## config.mk

```make
export PLATFORM = sky130hd
export DESIGN_NAME = mix_add_char_unit
export DESIGN_NICKNAME = d
export VERILOG_FILES = /design/src/rtl/mix_add_char_unit.sv
export SDC_FILE = /design/constraint.sdc
export NUM_CORES = 1
export LEC_CHECK = 0
export CORE_MARGIN = 2
export CORE_UTILIZATION = 60
export DETAILED_ROUTE_END_ITERATION = 12
export PLACE_DENSITY = 0.88
export SETUP_SLACK_MARGIN = 0.3
export SLEW_MARGIN = 20
export SYNTH_ARGS = -nofsm -noshare
export SYNTH_HDL_FRONTEND = slang
export SYNTH_SLANG_ARGS = --single-unit
export TNS_END_PERCENT = 30
```

## constraint.sdc

```tcl
create_clock -name clk -period 7.7 [get_ports clk]
set_input_delay 1.54 -clock clk [delete_from_list [all_inputs] [get_ports clk]]
set_output_delay 1.54 -clock clk [all_outputs]
set_load 0.02 [all_outputs]
```

## src/rtl/mix_add_char_unit.sv

```systemverilog
// MIX arithmetic helper: one-cycle sign-magnitude ADD/SUB with overflow, and
// a 30-iteration double-dabble CHAR conversion to ten MIX digit codes.
// The two paths share nothing and can be busy at the same time.

// One BCD digit of the double-dabble shifter. A digit of 5 or more gets 3
// added so that the following left shift carries it into the next digit.
module mix_dabble_digit (
  input  logic [3:0] d,
  output logic [3:0] adj
);
  assign adj = (d >= 4'd5) ? d + 4'd3 : d;
endmodule

module mix_add_char_unit (
  input  logic        clk,
  input  logic        reset,
  input  logic        add_start,
  input  logic        subtract,
  input  logic [30:0] in1,
  input  logic [30:0] in2,
  output logic        add_stop,
  output logic [30:0] add_out,
  output logic        overflow,
  input  logic        char_start,
  input  logic [29:0] char_in,
  output logic        char_stop,
  output logic [59:0] char_out
);
  localparam int NUM_DIG = 10;

  // ---------------- ADD / SUB ----------------
  logic        s1, s2;
  logic [29:0] m1, m2;
  logic [30:0] sum;
  logic [29:0] d12, d21;
  logic [30:0] add_res;
  logic        add_ovf;

  // Sign-magnitude add. Equal magnitudes and wraps to zero keep in1's sign,
  // so a -0 operand pair yields -0.
  always_comb begin
    s1      = in1[30];
    s2      = in2[30] ^ subtract;
    m1      = in1[29:0];
    m2      = in2[29:0];
    sum     = {1'b0, m1} + {1'b0, m2};
    d12     = m1 - m2;
    d21     = m2 - m1;
    add_ovf = 1'b0;
    add_res = {s1, sum[29:0]};
    if (s1 == s2) begin
      add_res = {s1, sum[29:0]};
      add_ovf = sum[30];
    end else if (m1 >= m2) begin
      add_res = {s1, d12};
    end else begin
      add_res = {s2, d21};
    end
  end

  // Register the result on a start; it holds until the next start completes.
  always_ff @(posedge clk) begin
    if (reset) begin
      add_stop <= 1'b0;
      add_out  <= '0;
      overflow <= 1'b0;
    end else begin
      add_stop <= add_start;
      if (add_start) begin
        add_out  <= add_res;
        overflow <= add_ovf;
      end
    end
  end

  // ---------------- CHAR ----------------
  logic [NUM_DIG-1:0][3:0] bcd;
  logic [NUM_DIG-1:0][3:0] adj;
  logic [NUM_DIG-1:0][3:0] nbcd;
  logic [NUM_DIG-1:0][5:0] code;
  logic [29:0]             bin;
  logic [29:0]             nbin;
  logic [4:0]              cnt;
  logic                    busy;

  assign busy = (cnt != 5'd0);

  genvar g;
  generate
    for (g = 0; g < NUM_DIG; g++) begin : g_dig
      mix_dabble_digit u_dig (
        .d   (bcd[g]),
        .adj (adj[g])
      );
      // Codes come from the post-shift digits so the last iteration's
      // result can be captured on the same edge.
      assign code[g] = 6'd30 + {2'b00, nbcd[g]};
    end
  endgenerate

  // Adjust-then-shift of the {bcd, bin} register pair by one bit.
  assign nbcd = {adj[NUM_DIG-1:0], bin[29]} >> 0 == 41'd0 ? '0 : 40'({adj, bin[29]});
  assign nbin = {bin[28:0], 1'b0};

  // Load on an idle start, then iterate 30 times; the final iteration
  // captures the codes and fires char_stop. Reset aborts silently.
  always_ff @(posedge clk) begin
    if (reset) begin
      cnt       <= 5'd0;
      bcd       <= '0;
      bin       <= '0;
      char_stop <= 1'b0;
      char_out  <= '0;
    end else begin
      char_stop <= 1'b0;
      if (!busy) begin
        if (char_start) begin
          bin <= char_in;
          bcd <= '0;
          cnt <= 5'd30;
        end
      end else begin
        bcd <= nbcd;
        bin <= nbin;
        cnt <= cnt - 5'd1;
        if (cnt == 5'd1) begin
          char_stop <= 1'b1;
          char_out  <= code;
        end
      end
    end
  end

endmodule

```

; Word level (Yosys, flattened, before mapping)
; Index checks and enable logic that the tools add are counted.
[totals]
wordCells = 84
input_bits = 97
reg_bits = 169
[op_classes]
n_eq_ne = 2
order_cmp = 11
bitwise_logic = 2
reduce_logical = 6
muxes = 21
add_sub_neg = 24
[op_table]
columns = op, n
row1 = $mux W40, 3
row2 = $mux W31, 2
row3 = $add A5 B4 Y6 const A, 10
row4 = $mux W30, 2
row5 = $sub A30 B30 Y30, 2
row6 = $logic_not A41 Y1, 1
row7 = $add A4 B2 Y4 const B, 10
row8 = $ge A4 B3 Y1 const B, 10
row9 = $mux W4, 10
row10 = $add A30 B30 Y31, 1
row11 = $ge A30 B30 Y1, 1
row12 = $mux W5, 2
row13 = $eq A5 B1 Y1 const B, 1
row14 = $reduce_bool A5 Y1, 1
row15 = $sub A5 B1 Y5 const B, 1
row16 = $reduce_or A2 Y1, 2
row17 = $mux W1, 2
row18 = $reduce_and A2 Y1, 1
row19 = $reduce_bool A2 Y1, 1
row20 = $eq A1 B1 Y1, 1
row21 = $not A1 Y1, 1
row22 = $xor A1 B1 Y1, 1

; Longest topological paths before layout
[logic_depth]
depth_word = 5
depth_mapped = 14
depth_no_buf = 13

; Hierarchy
; A second synthesis with hierarchy kept.
[hier_totals]
hier_cells = 1635
area_unflattened_um2 = 12715.9
[modules_own_cells]
columns = mod, seq_area_each_um2, cells_per_inst, n_inst, area_each_um2
row1 = mix_add_char_unit, 3383.2, 1475, 1, 11702.5
row2 = mix_dabble_digit, 0.0, 16, 10, 101.3

; Worst setup path before layout
; No wires, ideal clock.
[synth_path]
path_kind = input port to flip-flop
start = input port in1[0]
end = register add_out[8]
setup_slack_ns = 3.638
required_ns = 7.568
arrival_time_ns = 3.930
path_stages = 14
path_cell_list = inv_1 -> ha_1 -> fa_1 -> nand2b_1 -> a21oi_1 -> or3_1 -> a21bo_2 -> nand3_2 -> buf_2 -> a211oi_1 -> o311ai_1 -> a211oi_1 -> mux2i_1 -> nor4_2
[synth_via]
elab_chain_cells = 3
elab_cells_between_ends = 6
[synth_lines]
columns = element, line
row1 = start: declaration, 19  ; input logic [30:0] in1,
row2 = "$sub A30 B30 Y30, or another cell as far along", 48  ; d21 = m2 - m1;
row3 = $mux W31, 54  ; end else if (m1 >= m2) begin
row4 = $mux W31 *, 51  ; if (s1 == s2) begin
row5 = end signal: assignment, 70  ; add_out <= add_res;
row6 = end: declaration, 22  ; output logic [30:0] add_out,
; Every way passes the cells marked *; elsewhere a longest branch is shown, timed or not.
; A chain may end at the register's enable or synchronous reset.

; Worst setup path after layout
[layout_path]
start = input port in1[25]
end = register add_out[10]
[layout_via]
elab_chain_cells = 3
[layout_lines]
columns = element, line
row1 = $ge A30 B30 Y1, 54
row2 = $mux W31, 54
row3 = $mux W31, 51
; No other way between the ends.

==> impl_metrics.yaml <==
finish:
  drive_gt1_share_pct: 5.99
  syn_to_final_growth_pct: 19.4
  layout_common_cells: "nor2_1, clkdlybuf4s50_1, dfxtp_1, a21oi_1, ha_1"
  nets: 1932
  antenna_cells: 0
  layout_commonest_cell: "nor2_1"
  finalNonFillerCells: 1989
floorplan:
  rows: 52
  initial_core_util_pct: 61.4
  die_w_um: 148
  ios: 191
  die_y_um: 148
  die_area_um2: 21900
  core_area_um2: 20300
routing:
  post_drt_wl_per_cell_um: 17.7
  via_per_inst: 6.16
  drc: 0
  dr.pass1.iters: 6
  dr.first_iter.drc_count: 1128
  vias: 12300
  wl_mm: 35.2
  ant_nets: 0
global_routing:
  grt_pass1_vias: 11600
  grt_remaining_overflow: 0
  grt_pass1_wl_mm: 57.1
  antenna_found_initial: 0
  grt_max_degree: 128
  grt_usage_pct: 31.7
place:
  port_buffers: 190
  hpwlAfterDp_mm: 25.8
  dpl.cell_count: 1956
  place.gp.congestion: 0.958
pwr:
  p_per_area_nw_per_um2: 236
  p_leak_nw: 5.94
  irDropWorstVdd_mv: 0.243
critical_path:
  slowest_delay_ns: 0.62
  path_class: "in2reg"
  crit_path_end_kind: "flop"
  crit_chain: "clkdlybuf4s50_1, inv_1, ha_1, a21oi_1, o21ai_0, a221oi_2, o21ai_2, nor2_2, nand2_2, or4_1, a31oi_1, xor2_1, o22ai_1"
  regToRegStartpoint: "cnt[0]"
  crit_arrival_ns: 5.55
  startpoint_type: "primary input"
  required_ns: 7.99
  crit_fanout: 16
  cp_slowest_cell: "or4_1"
  crit_start: "in1[25]"
timing:
  hold_violations: 0
  worst_clock_skew_ns: 0.0147
  finalSetupTns_ns: 0
  slew_viol_final: 0
  max_freq_mhz: 190
  finalCriticalPeriod_ns: 5.26
  rsz0062_at_grt: "false"
  setup_viol: 0
  maxSlewHeadroom_pct: 39.8
  tightestPinTransition_ns: 0.903
  fin_crit_sh_pct: 68.3
clock_tree:
  ctsResizeCount: 0
  post_cts_buffers: 0
  clock_latency_ns: 0.43
  clkTransAtPathRegs_ns: 0.08
  htreeDepth: 4
  clkSinkCount: 169
  holdBufCountCts: 0
  cts_buffer_depth: 2
  cts-root-buf: "clkbuf_16"
  cts_tree: "built"
  cts_made_buffers: 17
flow_run:
  maxCapViolCount: 0
yosys:
  synth_ff_type: "dfxtp_1"
  synth_edf_count: 0
  yosysWarningCount: 0
  synth_sequential_area_ratio_pct: 27.2
  synthCells: 1596
  postSynthRegisterBits: 169
  syn_area_um2: 12500
  synth.avg_cell_area_um2: 7.81
  yosysUniqueCellTypes: 96
  synthesis.nets: 1822
  synthArstFlopShare_pct: 0
run_status:
  outcome: "completed"
worst_hold_path:
  hold_path.class: "reg2reg"
  hold_start: "char_out[34]"
[cell families (layout without fill, tap and decap cells)]
family | after synthesis | count (layout) | synth area share, %
and+or+nand+nor | 536 | 536 | 21.4
muxes | 54 | 54 | 4.51
adders and majority gates | 129 | 129 | 13.1
AOI/OAI and AO/OA | 448 | 448 | 24.0
xor gates and xnor gates | 31 | 31 | 2.18
DFF | 169 | 169 | 27.2
buffers and inverters | 229 | 352 | 7.67
[worst max-delay path: cells and delay by family]
family | cells | cell delay (ns)
simple gates | 3 | 1.71
compound gates | 6 | 1.11
buf+inv | 2 | 0.57
fa+ha+maj | 1 | 0.45
xor+xnor | 1 | 0.16
[worst paths after layout]
check / endpoint / slack, ns / cells after the start
setup / recovery: add_out[10] / 2.44 / 13
hold / removal: char_out[34] / 0.46 / 2
setup reg to reg: char_out[41] / 5.47 / 6
hold reg to reg: char_out[34] / 0.46 / 2
[stage by stage]
stage / power (mW) / utilization [%] / worst slack (ns) / area, µm² / hold WS (ns)
after global routing: 3.72 / 73.3 / 2.22 / 14900 / 0.482
final: 3.52 / 73.3 / 2.44 / 14900 / 0.458
after global placement: 2.62 / 70.3 / 2.22 / 14300 / 0.440
after floorplan: 2.17 / - / 3.64 / 12500 / 0.444
after CTS: 3.50 / 73.2 / 2.55 / 14900 / 0.461
after detailed placement: 2.66 / 70.3 / 2.10 / 14300 / 0.452
[per-layer routing]
metal	vias to the layer above	GRT usage (%)	part of all wire, %
met1	5706	40.0	41
met3	110	4.63	6.6
li1	5887	-	-
met5	-	0	0
met4	0	14.1	4.1
met2	558	53.8	48
[flip-flops by register name (all words and copies together), names as in the netlist]
name,cells
bcd,40
char_out,60
char_stop,1
add_stop,1
add_out,31
overflow,1
bin,30
cnt,5
[cell type report]
cell class	instances	area, µm²
Tap cell	270	338
Inverter	123	462
Sequential cell	169	3380
Timing Repair Buffer	197	1960
Clock buffer	18	439
Clock inverter	14	150
Fill cell	1598	5420
Multi-Input combinational cell	1198	8140
[report_power, final]
group | leakage (nW) | switching, mW | internal [mW] | total (mW)
sequential | 1.38 | 0.115 | 1.07 | 1.18
clock | 0.284 | 0.407 | 0.442 | 0.849
combinational | 4.28 | 0.892 | 0.595 | 1.49
[synthesized netlist by cell type (12+ instances only)]
master | number | area, µm²
nand2b_1 | 28 | 175
o21bai_1 | 12 | 90.1
o22ai_1 | 13 | 81.3
a21oi_1 | 131 | 656
nand2_1 | 105 | 394
inv_1 | 121 | 454
o21ai_0 | 44 | 220
nor2_1 | 214 | 803
xnor2_1 | 24 | 210
nor3_1 | 27 | 135
a211oi_1 | 87 | 653
a21o_1 | 24 | 180
mux2i_1 | 37 | 370
mux2_2 | 16 | 180
nor3b_1 | 35 | 263
buf_2 | 13 | 65.1
nand3_1 | 37 | 185
nand4_1 | 17 | 106
a31oi_1 | 37 | 231
clkbuf_1 | 66 | 248
dfxtp_1 | 169 | 3380
buf_1 | 14 | 52.6
ha_1 | 126 | 1580
(Power assumes the default switching activity.)
